**src/rtl/tmds_channel_decoder_if.sv**
```systemverilog
// tmds_channel_decoder_if
// -----------------------
// Groups the symbol input and the decoded-video / alignment outputs of one
// TMDS channel decoder so that a DVI receiver can pass a single bundle per
// channel. Clock and reset are not part of the bundle.
//
// Signals:
//   din        [9:0]  raw 10-bit symbol from the 1:10 deserializer, din[0] first on the wire
//   bitslip           one-cycle request to the deserializer to move the word boundary by one bit
//   dout       [7:0]  decoded pixel byte
//   de                data enable, high for a data symbol decoded while locked
//   c          [1:0]  {C1,C0} from the most recent control token
//   locked            decoder has found and is holding the symbol boundary
//   lock_lost         one-cycle pulse when lock is dropped
//   slip_count [15:0] saturating count of bitslip pulses (only with TMDS_DEC_SLIP_STATS_EN)
//
// Modports:
//   master  the side that supplies symbols and consumes decoded video
//   slave   the decoder itself
//
// Optional feature macro: TMDS_DEC_SLIP_STATS_EN adds slip_count.

interface tmds_channel_decoder_if;
  logic [9:0] din;
  logic       bitslip;
  logic [7:0] dout;
  logic       de;
  logic [1:0] c;
  logic       locked;
  logic       lock_lost;

`ifdef TMDS_DEC_SLIP_STATS_EN
  logic [15:0] slip_count;

  modport master (
    output din,
    input  bitslip, dout, de, c, locked, lock_lost, slip_count
  );

  modport slave (
    input  din,
    output bitslip, dout, de, c, locked, lock_lost, slip_count
  );
`else
  modport master (
    output din,
    input  bitslip, dout, de, c, locked, lock_lost
  );

  modport slave (
    input  din,
    output bitslip, dout, de, c, locked, lock_lost
  );
`endif

endinterface

```
**src/rtl/tmds_channel_decoder.sv**
```systemverilog
// tmds_channel_decoder
// --------------------
// Decodes one TMDS channel: 10-bit symbols from an external 1:10
// deserializer become 8-bit pixel data, DE and the two control bits.
// The block also owns word alignment. While searching it looks for a run
// of control tokens; if none shows up within a window it asks the
// deserializer to slip the word boundary by one bit, waits for the
// deserializer to settle, and searches again. Once locked it only drops
// lock after a long stretch without any control token.
//
// Pipeline: din -> s1_q (stage 1) -> decoded output registers (stage 2),
// so din to dout/de/c latency is two pixel clocks.
//
// Ports:
//   pixel_clock  sole clock, rising edge
//   rst_n        asynchronous active-low reset
//   bus          tmds_channel_decoder_if.slave (din in; bitslip, dout, de,
//                c, locked, lock_lost out; slip_count out when enabled)
//
// Parameters:
//   CTRL_RUN        consecutive control tokens needed to declare lock
//   SEARCH_TIMEOUT  symbols examined in SEARCH before a bitslip
//   SLIP_SETTLE     cycles to ignore din after a bitslip
//   LOSS_TIMEOUT    consecutive data symbols while locked that drop lock
//
// Optional feature macro: TMDS_DEC_SLIP_STATS_EN adds a saturating 16-bit
// slip_count of issued bitslip pulses, cleared only by reset.

module tmds_channel_decoder #(
  parameter int unsigned CTRL_RUN       = 8,
  parameter int unsigned SEARCH_TIMEOUT = 1024,
  parameter int unsigned SLIP_SETTLE    = 4,
  parameter int unsigned LOSS_TIMEOUT   = 4096
) (
  input  logic                   pixel_clock,
  input  logic                   rst_n,
  tmds_channel_decoder_if.slave  bus
);

  typedef enum logic [1:0] {
    SEARCH = 2'd0,
    SLIP   = 2'd1,
    SETTLE = 2'd2,
    LOCKED = 2'd3
  } state_t;

  localparam logic [9:0] TOKEN_C00 = 10'b1101010100;
  localparam logic [9:0] TOKEN_C01 = 10'b0010101011;
  localparam logic [9:0] TOKEN_C10 = 10'b0101010100;
  localparam logic [9:0] TOKEN_C11 = 10'b1010101011;

  localparam logic [15:0] RUN_LOCK    = 16'(CTRL_RUN);
  localparam logic [15:0] SEARCH_LAST = 16'(SEARCH_TIMEOUT - 1);
  localparam logic [15:0] SETTLE_LAST = 16'(SLIP_SETTLE - 1);
  localparam logic [15:0] LOSS_LIMIT  = 16'(LOSS_TIMEOUT);

  // Counters stick at all-ones instead of wrapping.
  function automatic logic [15:0] satInc(input logic [15:0] value);
    return (value == 16'hFFFF) ? value : value + 16'd1;
  endfunction

  logic [9:0]  s1_q;
  state_t      state_q, state_d;
  logic [15:0] run_q, run_d;
  logic [15:0] word_q, word_d;
  logic [7:0]  dout_q, dout_d;
  logic        de_q, de_d;
  logic [1:0]  c_q, c_d;
  logic        lockLost_q, lockLost_d;

  logic        isToken;
  logic [1:0]  tokenC;
  logic [7:0]  dataD;
  logic [7:0]  decoded;

  // Stage 1: capture the raw symbol. Both the alignment FSM and the decoder
  // work from this registered copy.
  always_ff @(posedge pixel_clock or negedge rst_n) begin
    if (!rst_n) begin
      s1_q <= '0;
    end else begin
      s1_q <= bus.din;
    end
  end

  // Control token recognition on the stage-1 symbol.
  always_comb begin
    isToken = 1'b1;
    tokenC  = 2'b00;
    case (s1_q)
      TOKEN_C00: tokenC = 2'b00;
      TOKEN_C01: tokenC = 2'b01;
      TOKEN_C10: tokenC = 2'b10;
      TOKEN_C11: tokenC = 2'b11;
      default:   isToken = 1'b0;
    endcase
  end

  // Data symbol decode: undo the optional inversion (bit 9), then undo the
  // XOR / XNOR transition chain selected by bit 8.
  always_comb begin
    dataD      = s1_q[9] ? ~s1_q[7:0] : s1_q[7:0];
    decoded    = '0;
    decoded[0] = dataD[0];
    for (int i = 1; i < 8; i++) begin
      decoded[i] = s1_q[8] ? (dataD[i] ^ dataD[i-1]) : ~(dataD[i] ^ dataD[i-1]);
    end
  end

  // Alignment FSM state and counters. run counts consecutive tokens in
  // SEARCH; word is shared: symbols examined in SEARCH, settle cycles in
  // SETTLE, and consecutive data symbols in LOCKED.
  always_ff @(posedge pixel_clock or negedge rst_n) begin
    if (!rst_n) begin
      state_q    <= SEARCH;
      run_q      <= '0;
      word_q     <= '0;
      lockLost_q <= 1'b0;
    end else begin
      state_q    <= state_d;
      run_q      <= run_d;
      word_q     <= word_d;
      lockLost_q <= lockLost_d;
    end
  end

  // Next-state logic. Lock wins over the search timeout when both happen
  // on the same symbol. Losing lock returns straight to SEARCH without a
  // slip so the current alignment gets re-evaluated first.
  always_comb begin
    state_d    = state_q;
    run_d      = run_q;
    word_d     = word_q;
    lockLost_d = 1'b0;

    case (state_q)
      SEARCH: begin
        word_d = satInc(word_q);
        run_d  = isToken ? satInc(run_q) : '0;
        if (isToken && (satInc(run_q) >= RUN_LOCK)) begin
          state_d = LOCKED;
          run_d   = '0;
          word_d  = '0;
        end else if (word_q >= SEARCH_LAST) begin
          state_d = SLIP;
          run_d   = '0;
          word_d  = '0;
        end
      end

      SLIP: begin
        state_d = SETTLE;
        run_d   = '0;
        word_d  = '0;
      end

      SETTLE: begin
        word_d = satInc(word_q);
        if (word_q >= SETTLE_LAST) begin
          state_d = SEARCH;
          run_d   = '0;
          word_d  = '0;
        end
      end

      LOCKED: begin
        if (isToken) begin
          word_d = '0;
        end else begin
          word_d = satInc(word_q);
          if (satInc(word_q) >= LOSS_LIMIT) begin
            state_d    = SEARCH;
            lockLost_d = 1'b1;
            run_d      = '0;
            word_d     = '0;
          end
        end
      end

      default: begin
        state_d = SEARCH;
        run_d   = '0;
        word_d  = '0;
      end
    endcase
  end

  // Stage 2 output registers.
  always_ff @(posedge pixel_clock or negedge rst_n) begin
    if (!rst_n) begin
      dout_q <= '0;
      de_q   <= 1'b0;
      c_q    <= 2'b00;
    end else begin
      dout_q <= dout_d;
      de_q   <= de_d;
      c_q    <= c_d;
    end
  end

  // Output gating uses the next state, so de and the data path switch in
  // the same cycle as locked; de=1 therefore always implies locked=1.
  // Control bits follow tokens whether or not the channel is locked.
  always_comb begin
    dout_d = dout_q;
    de_d   = 1'b0;
    c_d    = c_q;

    if (isToken) begin
      c_d = tokenC;
    end

    if (state_d != LOCKED) begin
      dout_d = '0;
    end else if (!isToken) begin
      dout_d = decoded;
      de_d   = 1'b1;
    end
  end

`ifdef TMDS_DEC_SLIP_STATS_EN
  logic [15:0] slipCount_q;

  // Counts every cycle spent in SLIP, which is exactly one per bitslip pulse.
  always_ff @(posedge pixel_clock or negedge rst_n) begin
    if (!rst_n) begin
      slipCount_q <= '0;
    end else if (state_q == SLIP) begin
      slipCount_q <= satInc(slipCount_q);
    end
  end

  assign bus.slip_count = slipCount_q;
`endif

  assign bus.bitslip   = (state_q == SLIP);
  assign bus.locked    = (state_q == LOCKED);
  assign bus.lock_lost = lockLost_q;
  assign bus.dout      = dout_q;
  assign bus.de        = de_q;
  assign bus.c         = c_q;

endmodule

```
**src/flat_wrapper.sv**
```systemverilog
// flat-port wrapper written by rule: the top's interface ports become plain ports
module tmds_channel_decoder_flat 
#(
  parameter int unsigned CTRL_RUN       = 8,
  parameter int unsigned SEARCH_TIMEOUT = 1024,
  parameter int unsigned SLIP_SETTLE    = 4,
  parameter int unsigned LOSS_TIMEOUT   = 4096
)
  (pixel_clock, rst_n, bus_din, bus_bitslip, bus_dout, bus_de, bus_c, bus_locked, bus_lock_lost);
  tmds_channel_decoder_if bus_i ();
  input  logic pixel_clock;
  input  logic rst_n;
  input wire logic [$bits(bus_i.din)-1:0] bus_din;
  output wire logic [$bits(bus_i.bitslip)-1:0] bus_bitslip;
  output wire logic [$bits(bus_i.dout)-1:0] bus_dout;
  output wire logic [$bits(bus_i.de)-1:0] bus_de;
  output wire logic [$bits(bus_i.c)-1:0] bus_c;
  output wire logic [$bits(bus_i.locked)-1:0] bus_locked;
  output wire logic [$bits(bus_i.lock_lost)-1:0] bus_lock_lost;
  assign bus_i.din = bus_din;
  assign bus_bitslip = bus_i.bitslip;
  assign bus_dout = bus_i.dout;
  assign bus_de = bus_i.de;
  assign bus_c = bus_i.c;
  assign bus_locked = bus_i.locked;
  assign bus_lock_lost = bus_i.lock_lost;
  tmds_channel_decoder #(.CTRL_RUN(CTRL_RUN), .SEARCH_TIMEOUT(SEARCH_TIMEOUT), .SLIP_SETTLE(SLIP_SETTLE), .LOSS_TIMEOUT(LOSS_TIMEOUT)) u_core (.pixel_clock(pixel_clock), .rst_n(rst_n), .bus(bus_i));
endmodule
```
**config.mk**
```make
export PLATFORM = sky130hd
export DESIGN_NAME = tmds_channel_decoder_flat
export DESIGN_NICKNAME = d
export VERILOG_FILES = /design/src/rtl/tmds_channel_decoder_if.sv /design/src/rtl/tmds_channel_decoder.sv /design/src/flat_wrapper.sv
export SDC_FILE = /design/constraint.sdc
export NUM_CORES = 1
export LEC_CHECK = 0
export ABC_AREA = 1
export BUFFER_PORTS_ARGS = -buffer_cell sky130_fd_sc_hd__buf_2
export CORE_MARGIN = 1.5
export CORE_UTILIZATION = 30
export DETAILED_ROUTE_END_ITERATION = 8
export SYNTH_ARGS = -nofsm -noshare
export SYNTH_HDL_FRONTEND = slang
export SYNTH_SLANG_ARGS = --single-unit
```
**constraint.sdc**
```tcl
create_clock -name pixel_clock -period 2.55 [get_ports pixel_clock]
set_input_delay 0.1275 -clock pixel_clock [delete_from_list [all_inputs] [get_ports pixel_clock]]
set_output_delay 0.1275 -clock pixel_clock [all_outputs]
set_load 0.05 [all_outputs]
```
* Word-level counts from Yosys, hierarchy flattened
Cells that the tools add are included.
** Storage, ports and cells
- Bits in registers :: 56
- Bits of input ports :: 12
- Output and inout port bits :: 14
** Cells by class
- Add/sub/neg operators :: 2
- Magnitude comparators :: 4
- Equal/unequal tests :: 14
- Multiplexer cells :: 38
- Bitwise logic cells :: 15
- Reductions and logical operators :: 4
** Operators by type and width (number)
- 2-to-1 mux 16 bit :: 13
- case mux 16 bit (4 select lines) :: 2
- adder 16 x 1 -> 16 bit (second input constant) :: 2
- equality test 16 bit (second input constant) :: 2
- 2-to-1 mux 8 bit :: 3
- equality test 10 bit (second input constant) :: 2
- greater-or-equal comparator 16 x 10 -> 1 bit (second input constant) :: 1
- greater-or-equal comparator 16 x 13 -> 1 bit (second input constant) :: 1
- greater-or-equal comparator 16 x 2 -> 1 bit (second input constant) :: 1
- greater-or-equal comparator 16 x 4 -> 1 bit (second input constant) :: 1
- 2-to-1 mux 1 bit :: 13
- equality test 10 x 8 -> 1 bit (second input constant) :: 1
- equality test 10 x 9 -> 1 bit (second input constant) :: 1
- 2-to-1 mux 2 bit :: 5
- NOT 8 bit :: 1
- case mux 2 bit (4 select lines) :: 1
- NOT 1 bit :: 7
- bitwise XOR 1 bit :: 7
- inequality test 2 bit (second input constant) :: 3
- case mux 2 bit (3 select lines) :: 1
- equality test 2 bit (second input constant) :: 2
- inequality test 2 x 1 -> 1 bit (second input constant) :: 2
- OR reduction 4 bit :: 1
- AND reduction 3 bit :: 1
- 3 further kinds :: 3

* Longest topological paths before layout
Gate-level depths: netlist (run 1).
- Depth in word-level cells :: 8
- Mapped depth :: 16

* Worst setup path before layout (run 1)
OpenSTA, ideal clock, no wires.
- Kind :: reg2reg
- From :: register u_core.run_q[0]
- To :: register u_core.dout_q[0], in the netlist u_core.bus.dout[0]
- Setup time :: 0.121 ns
- Data arrival time :: 1.777 ns
- Data required time :: 2.429 ns
- Path slack :: 0.652 ns
- Cell stages (with the launch flop) :: 17
- Buffers on the path :: 0
- Clock period less this slack :: 1.898 ns
- Cell sequence :: dfrtp_1 ha_1 nand2_1 nor2_1 nand3_1 nand2_1 nand2_1 inv_1 nand3_1 nor2_1 nand3_1 nand2_2 nand2_1 nand2_1 nand2_2 nand4_1 nand2_1
** On the way
- Longest elaborated chain between the ends :: 8
- Elaborated cells between the ends (all ways) :: 10
- Those cells by class :: 1 x add/sub; 1 x order compare; 3 x eq/ne; 4 x mux; 1 x reduce/logical
** RTL lines
- start: declaration :: line tmds_channel_decoder.sv:64 : logic [15:0] run_q, run_d;
- start signal: assignment :: line tmds_channel_decoder.sv:121 : run_q <= run_d;
- adder 16 x 1 -> 16 bit or equality test 16 bit (tied branches) :: line tmds_channel_decoder.sv:59 : return (value == 16'hFFFF) ? value : value + 16'd1;
- 2-to-1 mux 16 bit *
- greater-or-equal comparator 16 x 4 -> 1 bit * :: line tmds_channel_decoder.sv:140 : if (isToken && (satInc(run_q) >= RUN_LOCK)) begin
- logical AND 1 bit * :: line tmds_channel_decoder.sv:140
- 2-to-1 mux 2 bit * :: line tmds_channel_decoder.sv:140
- case mux 2 bit (4 select lines) * :: line tmds_channel_decoder.sv:136 : case (state_q)
- net u_core.state_d[0] :: line tmds_channel_decoder.sv:63 : state_t state_q, state_d;
- inequality test 2 bit * :: line tmds_channel_decoder.sv:213 : if (state_d != LOCKED) begin
- inequality test 2 bit (no source line) or 2-to-1 mux 8 bit (tied branches)
- end signal: assignment :: line tmds_channel_decoder.sv:195 : dout_q <= dout_d;
- end: declaration :: line tmds_channel_decoder.sv:66 : logic [7:0] dout_q, dout_d;
The timed path passes the listed nets; every way through them passes the cells marked *.
A chain may end at the register's enable or synchronous reset.

* Worst setup path after layout (run 1)
- From :: register u_core.word_q[0]
- To :: register u_core.word_q[9]
** On the way
- Longest elaborated chain between the ends :: 6
- Elaborated cells between the ends (all ways) :: 12
- Those cells by class :: 1 x add/sub; 3 x order compare; 1 x eq/ne; 7 x mux
** RTL lines
- start: declaration :: line tmds_channel_decoder.sv:65 : logic [15:0] word_q, word_d;
- start signal: assignment :: line tmds_channel_decoder.sv:122 : word_q <= word_d;
- adder 16 x 1 -> 16 bit or equality test 16 bit (tied branches) :: line tmds_channel_decoder.sv:59
- 2-to-1 mux 16 bit :: line tmds_channel_decoder.sv:59
- greater-or-equal comparator 16 x 13 -> 1 bit :: line tmds_channel_decoder.sv:171 : if (satInc(word_q) >= LOSS_LIMIT) begin
- 2-to-1 mux 16 bit :: line tmds_channel_decoder.sv:171
- 2-to-1 mux 16 bit :: line tmds_channel_decoder.sv:167 : if (isToken) begin
- case mux 16 bit (4 select lines) * :: line tmds_channel_decoder.sv:136
- net u_core.word_d[9] :: line tmds_channel_decoder.sv:65
Marks and branches as above.

==> flow_summary.yaml, run 1 <==
synthesis:
  synth_fa_ha_area_frac: 0.0304
  yosysTopAreaCellShare: 0.426
  synth-edff-count: 0
  yosysMostFrequentCell: "nand2_1"
  mappedNetlistArea_um2: 3290
  async_flop_share: 1.00
  ys_seq_area_frac: 0.426
  synth-main-ff-cell: "dfrtp_1"
  ys.warnings.count: 0
  synthSimpleGateAreaFrac: 0.355
  synthMuxAreaShare: 0
  syn-instance-count: 430
  synth_area_per_cell_um2: 7.65
  synthTopCellsByCount: "nand2_1, nor2_1, dfrtp_1"
  synth_compound_area_frac: 0.0540
  yosysUniqueCellTypes: 34
  synth_top_family_by_area: "simple AND/OR/NAND/NOR gates"
  synth_top_area_cell: "dfrtp_1"
  synth_seq_cells: 56
  synth_xor_area_frac: 0.0586
  synthTopCellsByArea: "dfrtp_1, nand2_1, nor2_1, nand3_1, inv_1"
grt:
  grt_pass1_wl_um: 12800
  grt_usage: 0.140
  grt_remaining_overflow: 0
  antenna_found_initial: 0
  grt_pass1_vias: 2759
  grt_max_degree: 34
critical_path:
  critical_path_class: "reg -> reg"
  r2r_cells: 10
  slowest_stage: "o41ai_1"
  arrival_ns: 2.45
  crit_fanout: 8
  critPathTopFamily: "simple AND/OR/NAND/NOR gates"
  path_cells: "ha_1, nand3_2, nor3_4, nand2_1, nand2_1, nand2_1, nor2_2, nand2_2, buf_4, o41ai_1"
  worst_setup_path_start_kind: "flop"
  critPathCaptureType: "flop"
  crit_buf_inv: 1
  cp_slowest_stage_delay_ns: 0.41
  required_ns: 2.72
  cp_common_cell: "nand2_1"
  regToRegEndpoint: "u_core.word_q[9]$_DFF_PN0_"
  r2r_start: "u_core.word_q[0]$_DFF_PN0_"
  r2r_slack_ns: 0.27
detailed_routing:
  drt_iter0_markers: 221
  ant_nets: 0
  drc: 0
  wl_per_cell_um: 12.0
  via_per_inst: 4.64
  drtPass1Iterations: 5
  vias: 2871
  routed_wl_um: 7460
place:
  dp_hpwl_um: 5540
  place_area_um2: 3610
  portBuffers: 25
  gp_congestion: 0.893
power:
  ir_worst_vdd_v: 0.000339
  design_power_total_mw: 2.00
  leakagePower_nw: 1.86
  p_per_area_nw_per_um2: 516
cts:
  htreeDepth: 2
  clock_latency_ns: 0.32
  cts_tree: "yes"
  cts_sinks: 56
  path_clk_slew_ns: 0.11
  cts_buffer_depth: 2
  root_buffer: "clkbuf_8"
  numCtsBuffers: 5
hold_path:
  hp-class: "in -> async"
sta:
  rsz0062_at_grt: "no"
  max_slew.worst_pin.slew_ns: 0.545
  hold_slack_ns: 0.307
  setup-tns-final_ns: 0
  setup_violations: 0
  post-route-period-util: 0.893
  finalMaxSlewViolations: 0
  fin_skew_ns: 0.0181
  min_period_ns: 2.28
  hold_violations: 0
  relSlewSlack: 0.637
  max_freq_mhz: 439
finish:
  fin_area_um2: 3880
  area_delta_synth_final_pct: 18.0
  finalNetCount: 498
  antenna-diode-count: 0
  drive_above_1_share: 0.136
floorplanning:
  ios: 26
  initial_core_util: 0.306
  rows: 38
  core_um2: 10700
  die_w_um: 108
  die_y_um: 108
  die-area_um2: 11600
flow_run:
  maxCapViolCount: 0
status:
  status: "complete, no violations"
## final cells by class
cell class	instances	area (µm²)
Timing Repair Buffer	46	310
Inverter	54	203
Multi-Input combinational cell	315	1680
Clock inverter	3	42.5
Tap cell	140	175
Sequential cell	56	1400
Fill cell	1150	6860
Clock buffer	5	68.8
## worst reg2reg max path, cell delays in order, from the launching register on
cell and delay (ns):
dfrtp_1 0.38, ha_1 0.27, nand3_2 0.15, nor3_4 0.28, nand2_1 0.08, nand2_1 0.07, nand2_1 0.06, nor2_2 0.13
nand2_2 0.12, buf_4 0.20, o41ai_1 0.41
## how the worst max path moves through the flow
stage	startpoint	cells past startpoint	to	slack (ns)
3_3_place_gp	u_core.run_q[0]$_DFFE_PN0P_	14	u_core.bus.dout[0]$_DFFE_PN0P_	0.12
6_report	u_core.word_q[0]$_DFF_PN0_	10	u_core.word_q[9]$_DFF_PN0_	0.27
3_5_place_dp	u_core.run_q[0]$_DFFE_PN0P_	14	u_core.bus.dout[4]$_DFFE_PN0P_	0.07
5_1_grt	u_core.run_q[1]$_DFFE_PN0P_	14	u_core.bus.dout[4]$_DFFE_PN0P_	0.0005
4_1_cts	u_core.run_q[0]$_DFFE_PN0P_	14	u_core.bus.dout[2]$_DFFE_PN0P_	0.04
2_1_floorplan	u_core.run_q[0]$_DFFE_PN0P_	16	u_core.bus.dout[0]$_DFFE_PN0P_	0.65
## logic make-up (layout without fill, tap and decap cells)
group	count (synthesis)	after routing
AO/OA/AOI/OAI	25	25
flip-flops	56	56
buffers and inverters	62	108
XOR/XNOR	22	22
AND/OR/NAND/NOR	256	256
adder cells (fa/ha/maj)	8	8
other	1	4
## metal layers
metal,up-vias,wire length [µm],share of wire,global-route usage
met5,-,0,0,0
met4,0,188,0.025,0.0555
met3,14,284,0.038,0.0248
met2,67,3610,0.48,0.232
met1,1302,3370,0.45,0.180
li1,1488,-,-,-
## registers in the layout, indices dropped and copies added, names as in the netlist
name and cells:
u_core.word_q 16, u_core.run_q 16, u_core.bus.dout 8, u_core.bus.de 1, u_core.s1_q 10, u_core.bus.c 2
u_core.state_q 2, u_core.bus.lock_lost 1
## cells in the final DEF, fill, tap and decap left out, drive strengths merged
| master | n |
|---|---|
| o211ai | 3 |
| o22ai | 1 |
| dlygate4sd3 | 11 |
| nor2 | 68 |
| clkinv | 1 |
| clkinvlp | 1 |
| nand4 | 20 |
| a31oi | 2 |
| clkbuf | 5 |
| ha | 8 |
| xor2 | 14 |
| nand3b | 1 |
| or2 | 3 |
| nor3 | 7 |
| nand2 | 105 |
| conb | 4 |
| and2 | 1 |
| buf | 35 |
| a21oi | 3 |
| nor4 | 5 |
| dfrtp | 56 |
| and3 | 1 |
| o21ai | 8 |
| o41ai | 8 |
| inv | 54 |
| bufinv | 1 |
| nand3 | 45 |
| xnor2 | 8 |
## where the power goes
part	leakage (nW)	switching, mW	internal [mW]
clock	0.0541	0.305	0.291
sequential	0.744	0.0340	0.926
combinational	1.06	0.325	0.121
## per-stage QoR
stage	setup WS, ns	utilization	cells
floorplan	0.652	-	433
finish	0.272	0.361	619
global route	0.000545	0.361	619
detailed placement	0.0728	0.336	597
CTS	0.0361	0.357	616
global placement	0.125	0.336	597
## repair_timing
action | in CTS | in global routing
buffers inserted | 0 | 3
setup endpoints to repair | 0 | 16
hold endpoints to repair | 33 | 0
hold buffers | 11 | 0
gates resized for setup | 0 | 6
No activity file was read; power rests on OpenSTA's default activity.
==> inputs of run 2 (changes only) <==
--- a/config.mk
+++ b/config.mk
@@ -10,6 +10,7 @@
 export CORE_MARGIN = 1.5
 export CORE_UTILIZATION = 30
 export DETAILED_ROUTE_END_ITERATION = 8
+export SETUP_SLACK_MARGIN = 0.4
 export SYNTH_ARGS = -nofsm -noshare
 export SYNTH_HDL_FRONTEND = slang
 export SYNTH_SLANG_ARGS = --single-unit
==> run 2 against run 1 <==
Compared with the run above: critical endpoint is now u_core.bus.dout[0]$_DFFE_PN0P_; non-clock buffer count increased by 17; global-route usage rose by 0.45 points; largest cell class unchanged; critical path type unchanged; maximum frequency up 9.2%; critical path depth grew 3; register-to-register slack improved by 0.19 ns; first-iteration DRC count fell by 29%; die area is the same.
==> flow_summary.yaml, run 2 (synthesis results as in run 1) <==
finish:
  fin_cells: 638
  reg_top3: "u_core.run_q x16, u_core.word_q x16, u_core.s1_q x10"
  final_cell_mix: "nand2_1, nor2_1, dfrtp_1, inv_1, nand3_1"
  area.sequential_um2: 1400
  drive_above_1_share: 0.241
  area_delta_synth_final_pct: 30.3
  antenna-diode-count: 0
  multi_input_area_um2: 1920
  finalNetCount: 517
  fill_cells: 1116
  layout_commonest_cell: "nand2_1"
  fin_area_um2: 4290
cts:
  cts_sinks: 56
  clock_latency_ns: 0.33
  cts_buffer_depth: 2
  cts_tree: "yes"
  numCtsBuffers: 5
  htreeDepth: 2
  root_buffer: "clkbuf_8"
  path_clk_slew_ns: 0.11
floorplanning:
  ios: 26
  die_w_um: 108
  die-area_um2: 11600
  rows: 38
  die_y_um: 108
  initial_core_util: 0.306
  core_um2: 10700
place:
  portBuffers: 25
  place_area_um2: 3610
  pre_cts_slack_ns: 0.0728
  dp_hpwl_um: 5540
  gp_congestion: 0.893
  numPlacedInstances: 597
status:
  status: "complete, no violations"
power:
  power_frac_clock: 0.286
  switching_share: 0.345
  p_comb_frac: 0.256
  leakagePower_nw: 2.02
  ir_worst_vdd_v: 0.000340
  internal_power_mw: 1.38
  seq_power_share: 0.457
  p_per_area_nw_per_um2: 490
  p_switching_mw: 0.724
sta:
  finalMaxSlewViolations: 0
  rsz0062_at_grt: "yes"
  max_slew.worst_pin.slew_ns: 0.547
  setup-tns-final_ns: 0
  max_freq_mhz: 479
  post-route-period-util: 0.818
  setup_violations: 0
  worst_slack_ns: 0.464
  min_period_ns: 2.09
  fin_skew_ns: 0.0202
  relSlewSlack: 0.635
  hold_violations: 0
  hold_slack_ns: 0.305
detailed_routing:
  via_per_inst: 4.78
  ant_nets: 0
  vias: 3051
  drc: 0
  wl_per_cell_um: 13.0
  wl_met2_um: 4100
  routed_wl_um: 8270
  routed.top_layer: "met4"
  met1_length_um: 3690
  met3_wirelength_um: 231
  drtPass1Iterations: 4
  drt_iter0_markers: 158
critical_path:
  critPathCaptureType: "flop"
  critical_path_class: "reg -> reg"
  worst_setup_path_start_kind: "flop"
  crit_fanout: 6
  required_ns: 2.81
  arrival_ns: 2.35
grt:
  grt_remaining_overflow: 0
  grt_max_degree: 34
  grt_pass1_wl_um: 13200
  grt_usage: 0.144
  grt_pass1_vias: 2864
  antenna_found_initial: 0
hold_path:
  hp-class: "in -> async"
flow_run:
  maxCapViolCount: 0
-- run 2: cell count changes in the layout (fill, tap and decap cells not counted), moves of 4 or more --
| cell | before | now |
|---|---|---|
| nor2_1 | 62 | 54 |
| buf_6 | 0 | 4 |
| nand3_2 | 1 | 10 |
| nand3_1 | 43 | 32 |
| nand2_4 | 1 | 6 |
| nor2_4 | 2 | 7 |
| nand2_1 | 99 | 93 |
| buf_4 | 10 | 22 |
-- run 2: what timing repair did --
action                                 4_1_cts  5_1_grt
gates cloned                                 2        1
setup endpoints to repair                   24       34
endpoints found under the hold margin       33        0
resized for setup                           16       50
setup buffers                                7       12
hold buffers                                11        0
pin swaps                                    4       31
-- run 2: area by class of cell --
| cell class | instances | share of cell area |
|---|---|---|
| Multi-Input combinational cell | 317 | 0.449 |
| Tap cell | 140 | 0.0409 |
| Clock buffer | 5 | 0.0161 |
| Sequential cell | 56 | 0.327 |
| Clock inverter | 3 | 0.00992 |
| Timing Repair Buffer | 63 | 0.109 |
| Inverter | 54 | 0.0482 |
-- run 2: worst max-delay path: stages, from the launching register on --
cell and delay, ns:
dfrtp_1 0.42, buf_4 0.13, nand3_2 0.11, nor2_4 0.20, nand3_1 0.11, nand2_1 0.09, nand3_2 0.10, nor2_4 0.15
nand3_2 0.12, nand2_4 0.12, nor2_4 0.05, a21oi_4 0.19, nand4_1 0.12, nand2_1 0.08
-- run 2: worst paths after layout --
path | end | from | depth (start not counted) | slack, ns
worst min-delay path | u_core.run_q[6]$_DFFE_PN0P_ | rst_n | 2 | 0.30
max in group asynchronous | u_core.word_q[15]$_DFF_PN0_ | rst_n | 3 | 1.39
min in group pixel_clock | u_core.s1_q[0]$_DFF_PN0_ | bus_din[0] | 2 | 0.44
worst max register to register | u_core.bus.dout[0]$_DFFE_PN0P_ | u_core.word_q[0]$_DFF_PN0_ | 13 | 0.46
worst min register to register | u_core.bus.c[0]$_DFFE_PN0N_ | u_core.bus.c[0]$_DFFE_PN0N_ | 2 | 0.49
worst max-delay path | u_core.bus.dout[0]$_DFFE_PN0P_ | u_core.word_q[0]$_DFF_PN0_ | 13 | 0.46
-- run 2: metrics by stage --
stage / util / power (mW)
5_1_grt: 0.399 / 2.21
3_5_place_dp: 0.336 / 1.41
6_report: 0.399 / 2.10
4_1_cts: 0.371 / 2.06
3_3_place_gp: 0.336 / 1.40
2_1_floorplan: - / 1.27
-- run 2: layer usage --
metal | vias up | GRT usage
met5 | - | 0
met4 | 0 | 0.0536
met3 | 20 | 0.0248
met2 | 66 | 0.248
met1 | 1431 | 0.181
li1 | 1534 | -
-- run 2: power groups by stage --
stage          clock network, mW  registers (mW)  logic [mW]
4_1_cts                    0.619           0.961       0.478
6_report                   0.601           0.961       0.539
3_5_place_dp                   0           0.978       0.431
3_3_place_gp                   0           0.977       0.425
5_1_grt                    0.651           0.968       0.588
2_1_floorplan                  0            1.01       0.262
